File: src/rtl/bypass_pipeline.sv
// ---------------------------------------------------------------------------
// bypass_pipeline
//
// Tracks the instructions in flight after issue (EX, MEM, ..., WB) and
// resolves the source operands of the instruction sitting in ID. Every
// cycle each entry moves one stage older, and the WB entry retires
// through the register-file write port.
//
// Optional feature, selected by the macro BYPASS_PIPELINE_BYPASS_EN:
//   defined   - operands are forwarded from the youngest matching
//               in-flight entry when its result is available; ID stalls
//               only when that youngest producer has no result yet.
//   undefined - no forwarding; any in-flight writer of a source register
//               stalls ID, and operands always come from the register file.
//
// Parameters
//   XLEN   operand / result width
//   NRD    number of operand read ports
//   DEPTH  number of in-flight entries after issue (legal range 2..8);
//          e[0] is EX, e[1] is MEM, e[DEPTH-1] is WB
//
// Ports
//   clk_i          clock, all state changes on the rising edge
//   reset_i        synchronous, active-high reset
//   issue_valid_i  ID presents an instruction this cycle
//   issue_we_i     that instruction writes a destination register
//   issue_rd_i     its destination register index
//   issue_rs_i     source indices, port p at [5p+4:5p]
//   rf_data_i      raw register-file read data, port p at [p*XLEN +: XLEN]
//   res_valid_i    per-entry "result produced this cycle"
//   res_data_i     per-entry result data, entry k at [k*XLEN +: XLEN]
//   flush_i        kill the ID instruction and the EX entry
//   opnd_o         resolved operand per read port
//   stall_o        ID must hold; the issue is not accepted
//   wb_valid_o     register-file write enable
//   wb_rd_o        register-file write index (zero when not writing)
//   wb_data_o      register-file write data (zero when not writing)
//   err_o          sticky: an entry reached WB without its result
// ---------------------------------------------------------------------------
module bypass_pipeline #(
  parameter int XLEN  = 32,
  parameter int NRD   = 2,
  parameter int DEPTH = 3
) (
  input  logic                  clk_i,
  input  logic                  reset_i,
  input  logic                  issue_valid_i,
  input  logic                  issue_we_i,
  input  logic [4:0]            issue_rd_i,
  input  logic [NRD*5-1:0]      issue_rs_i,
  input  logic [NRD*XLEN-1:0]   rf_data_i,
  input  logic [DEPTH-1:0]      res_valid_i,
  input  logic [DEPTH*XLEN-1:0] res_data_i,
  input  logic                  flush_i,
  output logic [NRD*XLEN-1:0]   opnd_o,
  output logic                  stall_o,
  output logic                  wb_valid_o,
  output logic [4:0]            wb_rd_o,
  output logic [XLEN-1:0]       wb_data_o,
  output logic                  err_o
);

  typedef struct packed {
    logic            valid;
    logic            we;
    logic [4:0]      rd;
    logic            ready;
    logic [XLEN-1:0] data;
  } entry_t;

  entry_t e_q [DEPTH];
  entry_t e_d [DEPTH];

  logic                      err_q;
  logic                      err_set;
  logic [NRD-1:0][DEPTH-1:0] match;
  logic [NRD-1:0]            port_stall;

  // Which in-flight entries write the register each read port asks for.
  // x0 never matches, so a write to x0 can never be forwarded or stall.
  always_comb begin
    match = '0;
    for (int p = 0; p < NRD; p++) begin
      for (int k = 0; k < DEPTH; k++) begin
        match[p][k] = e_q[k].valid && e_q[k].we &&
                      (e_q[k].rd == issue_rs_i[5*p +: 5]) &&
                      (issue_rs_i[5*p +: 5] != 5'd0);
      end
    end
  end

`ifdef BYPASS_PIPELINE_BYPASS_EN
  logic [NRD-1:0]            win_any;
  logic [NRD-1:0]            win_ready;
  logic [NRD-1:0][XLEN-1:0]  win_data;

  // Pick the youngest matching producer per port. Scanning from the oldest
  // entry towards e[0] lets the younger match overwrite, so the lowest k
  // wins even when an older entry already has its result. A result
  // arriving this cycle takes precedence over the stored data, since it
  // is the newest value for that entry.
  always_comb begin
    win_any    = '0;
    win_ready  = '0;
    win_data   = '0;
    opnd_o     = '0;
    port_stall = '0;
    for (int p = 0; p < NRD; p++) begin
      for (int k = DEPTH - 1; k >= 0; k--) begin
        if (match[p][k]) begin
          win_any[p]   = 1'b1;
          win_ready[p] = e_q[k].ready || res_valid_i[k];
          win_data[p]  = res_valid_i[k] ? res_data_i[k*XLEN +: XLEN]
                                        : e_q[k].data;
        end
      end
      if (issue_rs_i[5*p +: 5] == 5'd0) begin
        opnd_o[p*XLEN +: XLEN] = '0;
      end else if (win_any[p] && win_ready[p]) begin
        opnd_o[p*XLEN +: XLEN] = win_data[p];
      end else begin
        opnd_o[p*XLEN +: XLEN] = rf_data_i[p*XLEN +: XLEN];
      end
      port_stall[p] = win_any[p] && !win_ready[p];
    end
  end
`else
  // Without forwarding every pending writer of a source register blocks
  // ID until it has retired, and the register file is the only source.
  always_comb begin
    opnd_o     = '0;
    port_stall = '0;
    for (int p = 0; p < NRD; p++) begin
      port_stall[p] = |match[p];
      if (issue_rs_i[5*p +: 5] == 5'd0) begin
        opnd_o[p*XLEN +: XLEN] = '0;
      end else begin
        opnd_o[p*XLEN +: XLEN] = rf_data_i[p*XLEN +: XLEN];
      end
    end
  end
`endif

  // A hazard only matters when there is actually an instruction in ID.
  assign stall_o = issue_valid_i && (|port_stall);

  // Register-file write port from the WB entry. A result arriving in the
  // WB cycle itself is written straight through.
  always_comb begin
    wb_valid_o = e_q[DEPTH-1].valid && e_q[DEPTH-1].we &&
                 (e_q[DEPTH-1].rd != 5'd0) &&
                 (e_q[DEPTH-1].ready || res_valid_i[DEPTH-1]);
    wb_rd_o    = '0;
    wb_data_o  = '0;
    if (wb_valid_o) begin
      wb_rd_o   = e_q[DEPTH-1].rd;
      wb_data_o = res_valid_i[DEPTH-1] ? res_data_i[(DEPTH-1)*XLEN +: XLEN]
                                       : e_q[DEPTH-1].data;
    end
  end

  // A writer leaving WB with no result at all is a protocol violation by
  // the execution units; it is flagged and nothing is written.
  assign err_set = e_q[DEPTH-1].valid && e_q[DEPTH-1].we &&
                   !e_q[DEPTH-1].ready && !res_valid_i[DEPTH-1];

  // Next-state of the shift chain: each entry moves one stage older and
  // picks up any result produced for it this cycle. e[0] takes the ID
  // instruction only when it is really accepted; flush kills both the ID
  // instruction and whatever was in EX, leaving older stages alone.
  always_comb begin
    for (int k = 0; k < DEPTH; k++) begin
      e_d[k] = '0;
    end
    for (int k = 1; k < DEPTH; k++) begin
      e_d[k] = e_q[k-1];
      if (e_q[k-1].valid && res_valid_i[k-1]) begin
        e_d[k].ready = 1'b1;
        e_d[k].data  = res_data_i[(k-1)*XLEN +: XLEN];
      end
    end
    if (issue_valid_i && !stall_o && !flush_i) begin
      e_d[0].valid = 1'b1;
      e_d[0].we    = issue_we_i;
      e_d[0].rd    = issue_rd_i;
    end
    if (flush_i) begin
      e_d[1] = '0;
    end
  end

  // Pipeline state and the sticky error flag. Reset outranks flush and
  // issue because it clears everything regardless of them.
  always_ff @(posedge clk_i) begin
    if (reset_i) begin
      for (int k = 0; k < DEPTH; k++) begin
        e_q[k] <= '0;
      end
      err_q <= 1'b0;
    end else begin
      for (int k = 0; k < DEPTH; k++) begin
        e_q[k] <= e_d[k];
      end
      if (err_set) begin
        err_q <= 1'b1;
      end
    end
  end

  assign err_o = err_q;

endmodule

File: config.mk
export PLATFORM = sky130hd
export DESIGN_NAME = bypass_pipeline
export DESIGN_NICKNAME = d
export VERILOG_FILES = /design/src/rtl/bypass_pipeline.sv
export SDC_FILE = /design/constraint.sdc
export NUM_CORES = 1
export LEC_CHECK = 0
export ABC_AREA = 1
export CAP_MARGIN = 20
export CORE_AREA = 2 2 111 113
export CTS_CLUSTER_SIZE = 20
export DETAILED_ROUTE_END_ITERATION = 7
export DIE_AREA = 0 0 113 115
export PLACE_DENSITY = 0.78
export SYNTH_ARGS = -nofsm -noshare
export SYNTH_HDL_FRONTEND = slang
export SYNTH_SLANG_ARGS = --single-unit
export TNS_END_PERCENT = 30
File: constraint.sdc
create_clock -name clk_i -period 3.7 [get_ports clk_i]
set_clock_uncertainty 0.1 [all_clocks]
set_input_delay 0.74 -clock clk_i [delete_from_list [all_inputs] [get_ports clk_i]]
set_output_delay 0.74 -clock clk_i [all_outputs]
set_load 0.005 [all_outputs]
=== Yosys cells after proc, flatten, opt, wreduce, memory -nomap -nowiden ===
Memory sizes are Yosys's and may differ from the RTL's.
Cells that the tools add are included.
W data, S select, Z words.

* Bitwise gates (word level): 3
* Equal/unequal tests: 6
* Multiplexer cells: 15
* Reduce and logical (&&, ||, !) cells: 35

{| class="wikitable"
|+ Operator list
! operator !! number
|-
| $mux W40 || 4
|-
| $mux W32 || 4
|-
| $mux W33 || 2
|-
| $eq A5 B5 Y1 || 6
|-
| $logic_and A1 B1 Y1 || 24
|-
| $reduce_bool A5 Y1 || 3
|-
| $logic_not A5 Y1 || 2
|-
| $mux W7 || 1
|-
| $reduce_or A6 Y1 || 1
|-
| $mux W5 || 1
|-
| $logic_not A1 Y1 || 4
|-
| $mux W1 || 3
|-
| $or A1 B1 Y1 || 3
|-
| $logic_or A1 B1 Y1 || 1
|}

* Input bits: 183
* RAM bits: 120
* Word-level logic and storage cells: 61
* Output and inout port bits: 104
* Flip-flop bits (word level): 1
* Memories kept: 1

{| class="wikitable"
|+ Memories
! name !! words !! width !! rd ports !! clocked after Yosys merged registers in !! write ports !! line !! source
|-
| e_q || 3 || 40 || 3 || 0 || 3 || 71 || <nowiki>entry_t e_q [DEPTH];</nowiki>
|}

=== Logic depth before layout (Yosys ltp) ===
Gate-level depths: netlist of the first run.
An unclocked memory read counts as a cell.

* Word-level depth: 11
* Gate-level depth with buffers: 11
* Gate-level depth less buffers: 11

=== Worst setup path after synthesis of the first run ===
No wires, ideal clock.

* Path type: input -> output
* From: in res_valid_i[2]
* To: out wb_data_o[10]
* Slack: 1,344 ps
* Path buffers: 3
* Stages: 7
* Arrival time: 1,516 ps
* Data required time: 2,860 ps
* Cell sequence: buf_2 > nor2_1 > nor2_1 > nand2_1 > buf_2 > buf_2 > a21oi_1

* Longest elaborated chain between the ends: 3
* Elaborated cells on any way between the ends: 4
* Classes of those cells: mux (2); reduce/logical (2)

{| class="wikitable"
|+ RTL lines
! item !! line !! source
|-
| start: declaration || 52 || <nowiki>input logic [DEPTH-1:0] res_valid_i,</nowiki>
|-
| $logic_or A1 B1 Y1 || 152 || <nowiki>(e_q[DEPTH-1].ready || res_valid_i[DEPTH-1]);</nowiki>
|-
| $logic_and A1 B1 Y1 || 151 || <nowiki>(e_q[DEPTH-1].rd != 5'd0) &&</nowiki>
|-
| $mux W32 * || 155 || <nowiki>if (wb_valid_o) begin</nowiki>
|-
| end: declaration || 59 || <nowiki>output logic [XLEN-1:0] wb_data_o,</nowiki>
|}

Every way passes the cells marked *; elsewhere a longest branch is shown, timed or not.

=== Worst setup path in the final report of the first run ===
* From: in issue_rs_i[2]
* To: out stall_o

* Longest elaborated chain between the ends: 5
* Elaborated cells on any way between the ends: 12
* Classes of those cells: eq/ne (3); reduce/logical (9)

{| class="wikitable"
|+ RTL lines
! item !! line !! source
|-
| start: declaration || 50 || <nowiki>input logic [NRD*5-1:0] issue_rs_i,</nowiki>
|-
| $eq A5 B5 Y1 || 86 || <nowiki>(e_q[k].rd == issue_rs_i[5*p +: 5]) &&</nowiki>
|-
| $logic_and A1 B1 Y1 || 85 || <nowiki>match[p][k] = e_q[k].valid && e_q[k].we &&</nowiki>
|-
| $logic_and A1 B1 Y1 || 86 ||
|-
| $reduce_or A6 Y1 * || 145 || <nowiki>assign stall_o = issue_valid_i && (|port_stall);</nowiki>
|-
| $logic_and A1 B1 Y1 * || 145 ||
|-
| end: declaration || 56 || <nowiki>output logic stall_o,</nowiki>
|}

Marked as above.

==> flow_summary.ini, run 1 <==
[run_status]
status = finished, violations left
violations = DRC

[setup_path]
start_kind = input pin
crit_path_max_incr_delay_ns = 0.57
reg2regPathDepth = 5
critPathBufInv = 4
cp_cell_sequence = clkdlybuf4s50_1, inv_1, nand2_1, nand2_1, nor2_1, nand3_1, nand2_1, nand2_1, nand3_1, nand2_1, inv_1, clkdlybuf4s50_1
critPathKind = input pin to output pin
critPathArrivalTime_ns = 2.68
crit_fanout = 4
r2r_start = e_q[0][79]$_SDFF_PP0_
cp_data_required_time_ns = 2.86
cp_top_family = buffers and inverters
reg2reg_to = e_q[0][110]$_SDFF_PP0_
path_depth = 12
cp_common_cell = nand2_1
end_kind = output pin
critPathSlowestCell = clkdlybuf4s50_1
reg2reg_slack_ns = 2.09

[synth]
ys_ff_latch = 88
yosys.cell_types.count = 17
synthesis.nets = 885
yosysWarningCount = 0
yosysSeqAreaShare_pct = 41.39
syn_avg_cell_area_um2 = 6.064
syn-cell-area_mm2 = 0.004257
netlist_instances = 702

[placement]
gp_congestion = 0.9158
hpwl_mm = 11.59
placed_area_mm2 = 0.007292
portBuffers = 286
placed_cells = 1117

[drt]
drcViolationCount = 11
postRouteAntennaNets = 0
firstDrtPassIters = 7
drtIter0Drc = 278
viasPerCell = 4.327
vias = 4903
finalWirelength_mm = 14.76
post_drt_wl_per_cell_um = 13.03

[power]
comb_power_share_pct = 17.6
p_int_w = 0.001827
p_switching_w = 0.0005132
peakVddDrop_mv = 0.2778
p_seq_share_pct = 41.0
power_frac_clock_pct = 41.4
power_density_mw_per_mm2 = 307.3
swShare_pct = 21.93
p_leak_nw = 3.587

[layout]
drive_above_1_share_pct = 3.550
layout_commonest_cell = clkdlybuf4s50_1
design_area_mm2 = 0.007616
area_growth_pct = 78.92
stdcell_count = 1133
fillers = 1013
nets = 1164
layout_common_cells = clkdlybuf4s50_1 (284), nand2_1 (267), inv_1 (143)
multi_input_area_mm2 = 0.001821
antenna_cells = 0
regArea_mm2 = 0.001762

[timing]
finalHoldViolCount = 0
setup_violations = 0
fmax_ghz = 0.2843
period_share_pct = 95.08
slew_headroom_pct = 55.47
tightest_slew_ns = 0.6672
fin_crit_ns = 3.518
slew_viol_final = 0
fin_setup_tns_ns = 0
rsz0062_at_grt = no
timing.hold.ws_ns = 0.3168

[cts]
htreeDepth = 3
cts.path.max_buffers = 2
cts_buffers = 9
cts_setup_buffers = 0
cts_sinks = 88
worstSkewPairLatency_ns = 0.33
hold_buffers = 0
cts_tree = built
clkTransAtPathRegs_ns = 0.06
root_buffer = clkbuf_16

[die]
rows = 40
start_util_pct = 36.04
io_pins = 287
core_mm2 = 0.01181
die_area_mm2 = 0.01300
die_h_um = 115
chipWidth_um = 113

[global_routing]
grt_overflow = 0
antenna_found_initial = 0
grt_usage_pct = 22.25
grt_max_degree = 42
grt_pass1_vias = 4674
grt_pass1_wl_mm = 23.17

[hold_path]
worstHoldPathType = register to register
min_to = e_q[0][118]$_SDFF_PP0_
hold_start = e_q[0][78]$_SDFF_PP0_
holdPathStages = 2

[flow_run]
max-cap-violations = 0
layout make-up:
cell class,count,area share [%]
clock buffers,10,3.006
clock inverters,6,1.183
inverters,144,7.097
multi-input cells,439,23.90
flip-flops and latches,88,23.13
well taps,147,2.415
repair buffers,299,39.26
what timing repair did:
item,4_1_cts,5_1_grt
hold endpoints to repair,0,0
endpoints found under the setup margin,0,1
resized for setup,0,2
per-stage QoR:
stage / util, % / total power [W] / setup WS (ns)
2_1_floorplan: - / 0.001090 / 1.344
3_3_place_gp: 61.74 / 0.001390 / 0.2516
3_5_place_dp: 61.74 / 0.001393 / 0.2312
4_1_cts: 64.44 / 0.002354 / 0.1966
5_1_grt: 64.48 / 0.002431 / 0.005167
6_report: 64.48 / 0.002340 / 0.1822
worst register-to-register path, cell delays in order, from the launching register on:
cell and delay (ns):
dfxtp_1 0.34, nand2_1 0.07, inv_1 0.49, buf_4 0.32, nand2_1 0.07, a21oi_1 0.14
logic make-up (layout without fill, tap and decap cells):
| family | after synthesis | in the layout | share of synthesized area (%) |
|---|---|---|---|
| AO/OA/AOI/OAI | 69 | 69 | 8.113 |
| XOR/XNOR | 8 | 8 | 1.646 |
| buffers and inverters | 175 | 459 | 15.84 |
| flip-flops | 88 | 88 | 41.39 |
| AND/OR/NAND/NOR | 362 | 362 | 33.01 |
power by group through the flow:
stage / Combinational (W) / Sequential, W / Clock [W]
floorplan: 0.000111 / 0.000979 / 0
global placement: 0.000409 / 0.000980 / 0
detailed placement: 0.000413 / 0.000981 / 0
CTS: 0.000415 / 0.000959 / 0.000979
global route: 0.000452 / 0.000959 / 0.00102
finish: 0.000413 / 0.000959 / 0.000968
metal layers:
layer	GRT usage, %	wire length, um	vias to the layer above
met5	0	0	-
met4	9.024	349	0
met3	4.164	979	27
met2	38.92	7461	183
met1	27.07	5972	2111
li1	-	-	2582
cell usage after synthesis (all sizes together):
| master | n | share of area, % |
|---|---|---|
| xnor2 | 7 | 1.4 |
| nand3 | 7 | 0.82 |
| nand4 | 2 | 0.79 |
| buf | 14 | 1.6 |
| inv | 144 | 13 |
| o21ai | 4 | 0.47 |
| nand2 | 268 | 24 |
| xor2 | 1 | 0.21 |
| clkbuf | 17 | 1.5 |
| nor3 | 1 | 0.12 |
| nor2 | 84 | 7.6 |
| a21oi | 65 | 7.6 |
| dfxtp | 88 | 41 |
sequential cells by signal, indices dropped and copies added (netlist names):
signal / flops
err_o: 1
e_q: 87
worst max-delay path by stage:
stage | start | endpoint
2_1_floorplan | res_valid_i[2] | wb_data_o[10]
3_3_place_gp | issue_rs_i[5] | stall_o
3_5_place_dp | issue_rs_i[5] | stall_o
4_1_cts | issue_rs_i[5] | stall_o
5_1_grt | issue_rs_i[2] | stall_o
6_report | issue_rs_i[2] | stall_o
Note: power is estimated with default switching activity, not from simulation.
==> inputs of run 2 (changes only) <==
- CAP_MARGIN: 20 -> not set
- CORE_AREA: 2 2 111 113 -> not set
- CORE_MARGIN: not set -> 2
- CORE_UTILIZATION: not set -> 29
- CTS_CLUSTER_DIAMETER: not set -> 100
- DIE_AREA: 0 0 113 115 -> not set
- PLACE_DENSITY: 0.78 -> 0.65
==> flow_summary.ini, run 2 (synthesis results as in run 1) <==
[die]
rows = 44
io_pins = 287
die_area_mm2 = 0.01566
start_util_pct = 29.51
die_h_um = 125.2
chipWidth_um = 125.2
core_mm2 = 0.01442

[cts]
cts_buffers = 9
cts_tree = built
worstSkewPairLatency_ns = 0.33
hold_buffers = 0
cts_sinks = 88
ctsResizeCount = 0
root_buffer = clkbuf_16
cts_setup_buffers = 0
htreeDepth = 3
clkTransAtPathRegs_ns = 0.05
cts.path.max_buffers = 2

[placement]
gp_congestion = 0.8905
pre_cts_ws_ns = 0.2139
portBuffers = 286
placed_area_mm2 = 0.007311
hpwl_mm = 11.56

[timing]
fin_crit_ns = 3.503
tightest_slew_ns = 0.6908
slew_headroom_pct = 53.89
finalHoldViolCount = 0
period_share_pct = 94.69
rsz0062_at_grt = no
fmax_ghz = 0.2854
setup_violations = 0
fin_ws_ns = 0.1966
fin_setup_tns_ns = 0
slew_viol_final = 0

[flow_run]
max-cap-violations = 0

[run_status]
status = finished, final reports clean

[drt]
drcViolationCount = 0
viasPerCell = 4.190
vias = 4890
firstDrtPassIters = 4
finalWirelength_mm = 14.80
postRouteAntennaNets = 0
drtIter0Drc = 164
post_drt_wl_per_cell_um = 12.68

[global_routing]
grt_pass1_vias = 4643
grt_usage_pct = 18.56
grt_max_degree = 42
antenna_found_initial = 0
grt_pass1_wl_mm = 23.67
grt_overflow = 0

[layout]
area_growth_pct = 79.34
largest_reg_flops = 87
layout_common_cells = clkdlybuf4s50_1 (285), nand2_1 (267), inv_1 (143)
design_area_mm2 = 0.007634
utilization_pct = 52.92
layout_commonest_cell = clkdlybuf4s50_1
drive_above_1_share_pct = 3.255
top_register = e_q
antenna_cells = 0
nets = 1161

[setup_path]
critPathArrivalTime_ns = 2.66
end_kind = output pin
cp_data_required_time_ns = 2.86
critPathKind = input pin to output pin
r2r_start = e_q[0][79]$_SDFF_PP0_
crit_fanout = 5
worstSetupStartpoint = issue_rs_i[1]
start_kind = input pin

[hold_path]
worstHoldPathType = register to register
hold_start = e_q[0][78]$_SDFF_PP0_

[power]
peakVddDrop_mv = 0.1976
p_leak_nw = 3.552
power_density_mw_per_mm2 = 307.7
[run 2: changes by cell type in the layout (fill, tap and decap cells not counted)]
cell             change
buf_4                -3
dlymetal6s2s_1       -2
buf_2                +1
clkbuf_1             +1
clkbuf_8             +1
clkdlybuf4s50_1      +1
clkinv_2             -1
inv_6                -1
[run 2: worst paths after layout]
kind,cells after the start,to,slack [ns]
hold / removal,2,e_q[0][118]$_SDFF_PP0_,0.32
hold reg to reg,2,e_q[0][118]$_SDFF_PP0_,0.32
setup / recovery,12,stall_o,0.20
setup reg to reg,5,e_q[0][111]$_SDFF_PP0_,2.02
[run 2: power breakdown]
group / switching, W / internal [W]
Sequential: 0.00000429 / 0.000955
Combinational: 0.000134 / 0.000275
Clock: 0.000367 / 0.000613
Total: 0.000506 / 0.00184
[run 2: critical path, stage by stage]
cell and delay, ns:
clkdlybuf4s50_1 0.56, inv_1 0.08, nand2_1 0.06, nand2_1 0.05, nor2_1 0.14, nand3_1 0.09, nand2_1 0.08, nand2_1 0.09
nand3_1 0.13, nand2_1 0.07, inv_1 0.05, clkdlybuf4s50_1 0.51
[run 2: area by class of cell]
type,instances,area [um2]
clock buffers,12,246.5
clock inverters,4,76.32
fillers,1443,6790
inverters,144,540.5
multi-input cells,439,1821
flip-flops and latches,88,1762
well taps,184,230.2
repair buffers,296,2958
[run 2: metal layers]
metal / global-route usage (%) / routed length (um) / vias to the layer above
met1: 23.44 / 6408 / 2123
met4: 5.817 / 244 / 0
met5: 0 / 0 / -
li1: - / - / 2575
met2: 31.04 / 6987 / 176
met3: 4.835 / 1159 / 16
[run 2: metrics by stage]
stage / hold WS, ns / instances / total power (W)
6_report: 0.3231 / 1167 / 0.002349
5_1_grt: 0.3384 / 1167 / 0.002453
4_1_cts: 0.3272 / 1167 / 0.002374
3_5_place_dp: 0.3193 / 1151 / 0.001392
3_3_place_gp: 0.3165 / 1151 / 0.001390
2_1_floorplan: 0.3031 / 702 / 0.001090
